$ cat src/rtl/wt_cache_pkg.sv
`default_nettype none
// ============================================================================
// Module : wt_cache_pkg
// Brief  : Shared types and sizing constants for the write-through L1 dcache.
// Rev    : 1.0  initial release
// ============================================================================
package wt_cache_pkg;

  localparam int unsigned DCACHE_REQ_BUF_DEPTH   = 2;
  localparam int unsigned DCACHE_MAX_OUTSTANDING = 4;

  typedef enum logic [1:0] {
    DCACHE_LOAD_REQ   = 2'd0,
    DCACHE_STORE_REQ  = 2'd1,
    DCACHE_ATOMIC_REQ = 2'd2,
    DCACHE_INT_REQ    = 2'd3
  } dcache_out_t;

  typedef struct packed {
    dcache_out_t  rtype;
    logic [2:0]   size;
    logic [3:0]   id;
    logic [31:0]  paddr;
    logic [63:0]  data;
    logic         nc;
  } dcache_req_t;

endpackage
`default_nettype wire

$ cat src/rtl/wt_dcache_req_fifo.sv
`default_nettype none
// ============================================================================
// Module : wt_dcache_req_fifo
// Brief  : Depth-entry register FIFO of dcache requests, wrap-bit pointers.
// Rev    : 1.0  initial release
// ============================================================================
module wt_dcache_req_fifo
  import wt_cache_pkg::*;
#(
  parameter int unsigned Depth = DCACHE_REQ_BUF_DEPTH
) (
  input  logic        clk_i,
  input  logic        rst_i,
  input  logic        push_i,
  input  dcache_req_t data_i,
  input  logic        pop_i,
  output dcache_req_t data_o,
  output logic        full_o,
  output logic        empty_o
);

  localparam int unsigned c_ADDR_W = (Depth > 1) ? $clog2(Depth) : 1;

  dcache_req_t           r_mem [Depth];
  logic [c_ADDR_W:0]     r_wr_ptr;
  logic [c_ADDR_W:0]     r_rd_ptr;
  logic                  w_push;
  logic                  w_pop;

  // Same index with differing wrap bits means the writer has lapped the reader
  assign full_o  = (r_wr_ptr[c_ADDR_W] != r_rd_ptr[c_ADDR_W]) &&
                   (r_wr_ptr[c_ADDR_W-1:0] == r_rd_ptr[c_ADDR_W-1:0]);
  assign empty_o = (r_wr_ptr == r_rd_ptr);
  assign w_push  = push_i & ~full_o;
  assign w_pop   = pop_i & ~empty_o;
  assign data_o  = r_mem[r_rd_ptr[c_ADDR_W-1:0]];

  always_ff @(posedge clk_i or posedge rst_i) begin
    if (rst_i) begin
      r_wr_ptr <= '0;
      r_rd_ptr <= '0;
      for (int i = 0; i < int'(Depth); i++) begin
        r_mem[i] <= '0;
      end
    end else begin
      if (w_push) begin
        r_mem[r_wr_ptr[c_ADDR_W-1:0]] <= data_i;
        r_wr_ptr <= r_wr_ptr + (c_ADDR_W+1)'(1);
      end
      if (w_pop) begin
        r_rd_ptr <= r_rd_ptr + (c_ADDR_W+1)'(1);
      end
    end
  end

endmodule
`default_nettype wire

$ cat src/rtl/wt_dcache_req_buffer.sv
`default_nettype none
// ============================================================================
// Module : wt_dcache_req_buffer
// Brief  : Buffers dcache memory requests and caps in-flight transactions.
// Rev    : 1.0  initial release
// ============================================================================
module wt_dcache_req_buffer
  import wt_cache_pkg::*;
#(
  parameter  int unsigned Depth          = DCACHE_REQ_BUF_DEPTH,
  parameter  int unsigned MaxOutstanding = DCACHE_MAX_OUTSTANDING,
  localparam int unsigned CntWidth       = $clog2(MaxOutstanding + 1)
) (
  input  logic                clk_i,
  input  logic                rst_i,
  input  logic                dc_req_i,
  output logic                dc_ack_o,
  input  dcache_req_t         dc_data_i,
  output logic                mem_valid_o,
  input  logic                mem_ready_i,
  output dcache_req_t         mem_data_o,
  input  logic                mem_rtrn_vld_i,
  output logic [CntWidth-1:0] outstanding_o,
  output logic                busy_o,
  output logic                err_o
);

  localparam logic [CntWidth-1:0] c_MAX_OUT = CntWidth'(MaxOutstanding);

  logic                r_err;
  logic [CntWidth-1:0] r_outstanding;
  logic                w_full;
  logic                w_empty;
  logic                w_ack;
  logic                w_pop;

  wt_dcache_req_fifo #(
    .Depth (Depth)
  ) i_fifo (
    .clk_i   (clk_i),
    .rst_i   (rst_i),
    .push_i  (w_ack),
    .data_i  (dc_data_i),
    .pop_i   (w_pop),
    .data_o  (mem_data_o),
    .full_o  (w_full),
    .empty_o (w_empty)
  );

  // Acceptance depends only on registered state so mem_ready_i never reaches dc_ack_o
  assign w_ack = dc_req_i & ~rst_i & ~w_full & (r_outstanding < c_MAX_OUT);
  assign w_pop = ~w_empty & mem_ready_i;

  always_ff @(posedge clk_i or posedge rst_i) begin
    if (rst_i) begin
      r_outstanding <= '0;
      r_err         <= 1'b0;
    end else begin
      if (w_ack && !mem_rtrn_vld_i) begin
        r_outstanding <= r_outstanding + CntWidth'(1);
      end else if (!w_ack && mem_rtrn_vld_i) begin
        if (r_outstanding != '0) begin
          r_outstanding <= r_outstanding - CntWidth'(1);
        end else begin
          r_err <= 1'b1;
        end
      end
    end
  end

  assign dc_ack_o      = w_ack;
  assign mem_valid_o   = ~w_empty;
  assign outstanding_o = r_outstanding;
  assign busy_o        = ~w_empty | (r_outstanding != '0);
  assign err_o         = r_err;

endmodule
`default_nettype wire

$ cat config.mk
export PLATFORM = sky130hd
export DESIGN_NAME = wt_dcache_req_buffer
export DESIGN_NICKNAME = d
export VERILOG_FILES = /design/src/rtl/wt_cache_pkg.sv /design/src/rtl/wt_dcache_req_fifo.sv /design/src/rtl/wt_dcache_req_buffer.sv
export SDC_FILE = /design/constraint.sdc
export NUM_CORES = 1
export LEC_CHECK = 0
export ABC_AREA = 1
export CORE_ASPECT_RATIO = 0.9
export CORE_MARGIN = 3
export CORE_UTILIZATION = 30
export DETAILED_ROUTE_END_ITERATION = 10
export SLEW_MARGIN = 30
export SYNTH_ARGS = -nofsm -noshare
export SYNTH_HDL_FRONTEND = slang
export SYNTH_SLANG_ARGS = --single-unit
$ cat constraint.sdc
create_clock -name clk_i -period 7.8 [get_ports clk_i]
set_input_delay 1.17 -clock clk_i [delete_from_list [all_inputs] [get_ports clk_i]]
set_output_delay 1.17 -clock clk_i [all_outputs]
set_load 0.05 [all_outputs]
==> results.sh, run 1 <==
export IMPL_r2r_end="i_fifo.r_mem[205]"
export IMPL_holdBufCountCts=0
export IMPL_cp_top_family="buffers and inverters"
export IMPL_die_x_um=202
export IMPL_gp_congestion=0.751
export IMPL_initial_core_util=0.305
export IMPL_grt_start_max_net_pins=215
export IMPL_endpoint_kind="output port"
export IMPL_drv_cap=0
export IMPL_crit_path_top_delay_cell="dfrtp_4"
export IMPL_slew_headroom=0.216
export IMPL_rows=64
export IMPL_skew_ps=12.7
export IMPL_antennaDiodeCount=0
export IMPL_ios=224
export IMPL_post_route_period_util=0.668
export IMPL_cts_tree="built"
export IMPL_nFillCells=3506
export IMPL_place_ws_ps=2760
export IMPL_postCtsSetupRepairBufs=0
export IMPL_clockBufferDepth=3
export IMPL_whs_endpoint="i_fifo.r_mem[8]"
export IMPL_core_area_um2=34100
export IMPL_reg2reg_slack_ps=3790
export IMPL_routed_wl_um=32700
export IMPL_min_from="i_fifo.r_mem[8]"
export IMPL_cts_max_level=1
export IMPL_wirelength_met1_um=15000
export IMPL_top_layer="met4"
export IMPL_slew_violations=0
export IMPL_cp_start_kind="register"
export IMPL_hold_depth=2
export IMPL_vias_per_cell=4.93
export IMPL_cp_data_arrival_time_ps=4040
export IMPL_synth_fa_ha_area_frac=0.00432
export IMPL_cp_common_cell="nand2_1"
export IMPL_rsz0062_at_grt="no"
export IMPL_yosys_area_share_simple=0.412
export IMPL_hold_violations=0
export IMPL_register_area_um2=5510
export IMPL_setup_viol=0
export IMPL_fmax_ghz=0.192
export IMPL_hp_class="reg2reg"
export IMPL_grt_pass1_vias=9520
export IMPL_drive_above_1_share=0.0385
export IMPL_muxShareOfSynthArea=0
export IMPL_synth_seq_cells=220
export IMPL_wl_met2_um=15000
export IMPL_drc=0
export IMPL_clkLatencyLatePin_ps=530
export IMPL_numCtsBuffers=25
export IMPL_synth_cell_types=22
export IMPL_cts_sinks=220
export IMPL_clk_pin_slew_ps=60
export IMPL_path_max_fanout=108
export IMPL_first_pass_iters=5
export IMPL_root_buffer="clkbuf_16"
export IMPL_grt_antenna_before_repair=0
export IMPL_cp_num_buf_inv=3
export IMPL_gr_total_overflow=0
export IMPL_synth_nets=1456
export IMPL_route_vias_total=9705
export IMPL_synth_avg_cell_area_um2=7.76
export IMPL_wl_per_cell_um=16.6
export IMPL_status="finished clean"
export IMPL_final_nets=1603
export IMPL_dpl_hpwl_um=18400
export IMPL_antenna_left=0
export IMPL_worst_slew_pin_slew_ps=1180
export IMPL_synth_compound_area_frac=0.00132
export IMPL_port_buffers=223
export IMPL_r2r_start="i_fifo.r_rd_ptr[0]"
export IMPL_multi_input_area_um2=4400
export IMPL_setup_ws_ps=2590
export IMPL_syn_area_um2=10400
export IMPL_die_h_um=183
export IMPL_drt_iter0_drc=763
export IMPL_ys_warn_count=0
export IMPL_synth_top_family_by_area="simple AND/OR/NAND/NOR gates"
export IMPL_met3WireLength_um=1970
export IMPL_crit_chain="inv_4 -> nand2_1 -> nand2_2 -> nand2_8 -> nand2_1 -> inv_1 -> clkdlybuf4s50_1"
export IMPL_period_needed_ps=5210
export IMPL_fin_tns_setup_ps=0
export IMPL_synth_xor_area_share=0.00336
export IMPL_die_area_um2=37000
export IMPL_r2r_cells=8
export IMPL_required_ps=6630
export IMPL_cp_slowest_stage_delay_ps=950
export IMPL_worst_hold_slack_ps=468
export IMPL_p_per_area_nw_per_um2=514
export IMPL_critPathKind="reg2out"
export IMPL_p_leak_nw=6.89
export IMPL_grt_pass1_wl_um=53300
export IMPL_areaGrowthSynthToFinish_pct=31.2
export IMPL_ys_seq_area_frac=0.529
export IMPL_grt_usage=0.175
export IMPL_cts_resized_gates=0
export IMPL_syn_inst=1342
export IMPL_peakVddDrop_uv=338
## final cells by class
type	count	area share
clock inverters	5	0.00238
inverters	10	0.00366
flip-flops and latches	220	0.403
multi-input cells	998	0.322
well taps	462	0.0423
repair buffers	234	0.172
clock buffers	38	0.0538
## through the flow
| step | power, mW | cell area, um2 | std cells | util |
|---|---|---|---|---|
| after floorplan | 4.64 | 10400 | 1342 | - |
| after global placement | 5.91 | 12900 | 1923 | 0.377 |
| after detailed placement | 5.95 | 12900 | 1924 | 0.378 |
| after CTS | 7.10 | 13700 | 1967 | 0.400 |
| after global routing | 7.50 | 13700 | 1967 | 0.401 |
| final | 7.02 | 13700 | 1967 | 0.401 |
## logic make-up (layout without fill, tap and decap cells)
kind of cell | Yosys count | count (layout)
simple gates | 989 | 989
flops | 220 | 220
buf+inv | 124 | 287
xor+xnor | 4 | 4
fa+ha+maj | 3 | 3
compound gates | 2 | 2
## cells in the final DEF (no fill, tap or decap), types with 2 or more instances in the layout
cell	synthesis	routed
clkdlybuf4s50_1	0	223
buf_12	0	2
clkbuf_1	50	7
buf_4	6	6
nand4_1	214	214
xnor2_1	3	3
dfrtp_1	220	218
inv_1	7	7
dfrtp_4	0	2
inv_4	0	2
ha_1	2	2
nand2_1	762	762
nand3_1	6	6
clkbuf_8	0	6
nand3_4	0	2
clkinv_2	0	3
buf_6	0	3
clkbuf_16	0	25
## cells in the mapped netlist, drive strengths merged
master	n	area (um2)
nor2	2	15.0
a31o	1	8.76
nand4	214	1340
nand2	764	2880
dfrtp	220	5510
xnor2	3	26.3
clkbuf	50	188
o21ai	1	5.00
ha	2	25.0
inv	10	37.5
nor3	1	5.00
fa	1	20.0
nand3	8	50.1
xor2	1	8.76
buf	64	304
## worst max-delay path by stage
stage / from / cells past startpoint / slack (ps) / to
after floorplan: rst_i / 13 / 1640 / outstanding_o[2]
after global placement: rst_i / 9 / 2670 / i_fifo.r_mem[74]
after detailed placement: rst_i / 9 / 2760 / i_fifo.r_mem[205]
after CTS: i_fifo.r_rd_ptr[0] / 7 / 2490 / dc_ack_o
after global routing: i_fifo.r_rd_ptr[0] / 7 / 2340 / dc_ack_o
final: i_fifo.r_rd_ptr[0] / 7 / 2590 / dc_ack_o
## power breakdown
group          internal (mW)  switching (mW)  total (mW)
clock network          0.645           0.475        1.12
registers               1.66           0.371        2.03
logic                   1.12            2.75        3.87
total                   3.42            3.60        7.02
## worst register-to-register path: cells and delay by family, from the launching register on
family	cells	cell delay, ps
buffers and inverters	2	1080
flip-flops	1	950
AND/OR/NAND/NOR	6	1870
## state kept, by name, indices dropped and copies added, names as in the netlist
register         count
i_fifo.r_mem       212
i_fifo.r_rd_ptr      2
outstanding_o        3
err_o                1
i_fifo.r_wr_ptr      2
## per-layer routing
layer,vias up,track usage
met5,-,0
met4,0,0.0405
met3,36,0.0343
met2,277,0.281
met1,4702,0.245
li1,4690,-
Power figures use the tool's default switching activity.
==> inputs of run 2 (changes only) <==
- clock period: 7.8 -> 5 ns (I/O delays scaled with it)
==> run 2 against run 1 <==
Power increased by 58%; sequential share of layout area decreased by 0.31 points; largest power group unchanged; setup slack lost 1700 ps; clock power rose by 65%; critical path type unchanged.
==> results.sh, run 2 (same netlist as run 1, synthesis figures left out) <==
export IMPL_status="finished clean"
export IMPL_multi_input_area_um2=4400
export IMPL_cp_slowest_stage_delay_ps=810
export IMPL_initial_core_util=0.305
export IMPL_worst_slew_pin_slew_ps=901
export IMPL_final_nets=1612
export IMPL_fin_tns_setup_ps=0
export IMPL_grtUsageMet1=0.257
export IMPL_endpoint="dc_ack_o"
export IMPL_skew_ps=19.1
export IMPL_die_x_um=202
export IMPL_routed_wl_um=33400
export IMPL_endpoint_kind="output port"
export IMPL_first_pass_iters=5
export IMPL_required_ps=4250
export IMPL_hold_violations=0
export IMPL_period_needed_ps=4150
export IMPL_top_register="i_fifo.r_mem"
export IMPL_antennaDiodeCount=0
export IMPL_dpl_hpwl_um=19800
export IMPL_gr_total_overflow=0
export IMPL_cp_num_buf_inv=3
export IMPL_startpoint="i_fifo.r_rd_ptr[0]"
export IMPL_grt_usage=0.177
export IMPL_cts_max_level=1
export IMPL_vias_per_cell=4.92
export IMPL_gr_usage_met2=0.282
export IMPL_worst_hold_slack_ps=468
export IMPL_post_route_period_util=0.831
export IMPL_rsz0062_at_grt="no"
export IMPL_p_leak_nw=6.95
export IMPL_drive_above_1_share=0.0449
export IMPL_clockBufferDepth=3
export IMPL_r2r_cells=13
export IMPL_nFillCells=3497
export IMPL_slew_violations=0
export IMPL_wl_per_cell_um=16.9
export IMPL_rows=64
export IMPL_antenna_left=0
export IMPL_clkLatencyLatePin_ps=530
export IMPL_r2r_start="i_fifo.r_rd_ptr[0]"
export IMPL_die_h_um=183
export IMPL_grt_pass1_wl_um=53700
export IMPL_register_area_um2=5510
export IMPL_grt_pass1_vias=9463
export IMPL_numCtsBuffers=26
export IMPL_largest_reg_flops=212
export IMPL_layout_commonest_cell="nand2_1"
export IMPL_gp_congestion=0.746
export IMPL_die_area_um2=37000
export IMPL_slew_headroom=0.400
export IMPL_hp_class="reg2reg"
export IMPL_port_buffers=223
export IMPL_drt_iter0_drc=621
export IMPL_drc=0
export IMPL_core_area_um2=34100
export IMPL_cp_common_cell="nand2_1"
export IMPL_p_per_area_nw_per_um2=805
export IMPL_use_met3=0.0325
export IMPL_cts_resized_gates=0
export IMPL_cts_sinks=220
export IMPL_ios=224
export IMPL_cp_data_arrival_time_ps=3400
export IMPL_areaGrowthSynthToFinish_pct=32.2
export IMPL_reg2reg_slack_ps=1760
export IMPL_root_buffer="clkbuf_16"
export IMPL_critPathKind="reg2out"
export IMPL_grt_busiest_layer="met2"
export IMPL_postCtsSetupRepairBufs=0
export IMPL_setup_viol=0
export IMPL_fmax_ghz=0.241
export IMPL_peakVddDrop_uv=462
export IMPL_cp_depth=7
export IMPL_route_vias_total=9721
export IMPL_path_max_fanout=60
export IMPL_crit_chain="inv_4 -> nand2_1 -> nand2_2 -> nand2_8 -> nand2_1 -> inv_1 -> clkdlybuf4s50_1"
export IMPL_holdBufCountCts=0
export IMPL_cp_top_family="buffers and inverters"
export IMPL_grt_antenna_before_repair=1
export IMPL_crit_path_top_delay_cell="clkdlybuf4s50_1"
export IMPL_drv_cap=0
export IMPL_r2r_end="outstanding_o[2]"
export IMPL_clk_pin_slew_ps=60
export IMPL_cts_tree="built"
export IMPL_cp_start_kind="register"
export IMPL_grt_start_max_net_pins=89
export IMPL_final_cell_mix="762 x nand2_1, 223 x clkdlybuf4s50_1, 218 x dfrtp_1"
[run 2: cell types whose count changed in the layout (fill, tap and decap cells not counted), moves of 2 or more]
cell / change
buf_4: +11
buf_12: -2
clkinv_2: +2
bufinv_16: +2
buf_6: -2
clkbuf_1: -2
clkbuf_8: -2
[run 2: worst min-delay path, cell delays in order, from the launching register on]
cell	delay [ps]
dfrtp_1	340
nand2_1	50
nand2_1	40
[run 2: cell type report]
| class | count | share of cell area |
|---|---|---|
| Inverter | 10 | 0.00363 |
| Clock buffer | 35 | 0.0526 |
| Sequential cell | 220 | 0.400 |
| Clock inverter | 8 | 0.00736 |
| Tap cell | 462 | 0.0420 |
| Timing Repair Buffer | 242 | 0.174 |
| Multi-Input combinational cell | 998 | 0.320 |
[run 2: through the flow]
step	setup slack [ps]	instances	area (um2)	util	total power [mW]
after floorplan	379	1342	10400	-	7.23
after global placement	1410	1931	12900	0.379	9.26
after detailed placement	1340	1932	12900	0.379	9.31
after CTS	764	1975	13800	0.404	11.2
after global routing	602	1975	13800	0.404	11.8
final	846	1975	13800	0.404	11.1
[run 2: report_power, final]
| part | internal (mW) | total (mW) | leakage, nW | switching, mW |
|---|---|---|---|---|
| registers | 2.59 | 3.17 | 2.76 | 0.580 |
| logic | 1.76 | 6.07 | 3.78 | 4.31 |
| clock network | 1.11 | 1.85 | 0.410 | 0.743 |
[run 2: per-layer routing]
metal / wire [um] / vias up
li1: - / 4705
met3: 2070 / 38
met4: 582 / 2
met5: 13 / -
met2: 15200 / 291
met1: 15500 / 4685
[run 2: worst min path at each step]
stage                      start           endpoint  slack, ps  depth (start not counted)
5_1_grt        i_fifo.r_mem[189]  i_fifo.r_mem[189]        480                          2
6_report       i_fifo.r_mem[167]  i_fifo.r_mem[167]        470                          2
4_1_cts         i_fifo.r_mem[67]   i_fifo.r_mem[67]        470                          2
3_3_place_gp     i_fifo.r_mem[1]    i_fifo.r_mem[1]        450                          2
2_1_floorplan  i_fifo.r_mem[101]  i_fifo.r_mem[101]        440                          2
3_5_place_dp    i_fifo.r_mem[71]   i_fifo.r_mem[71]        460                          2
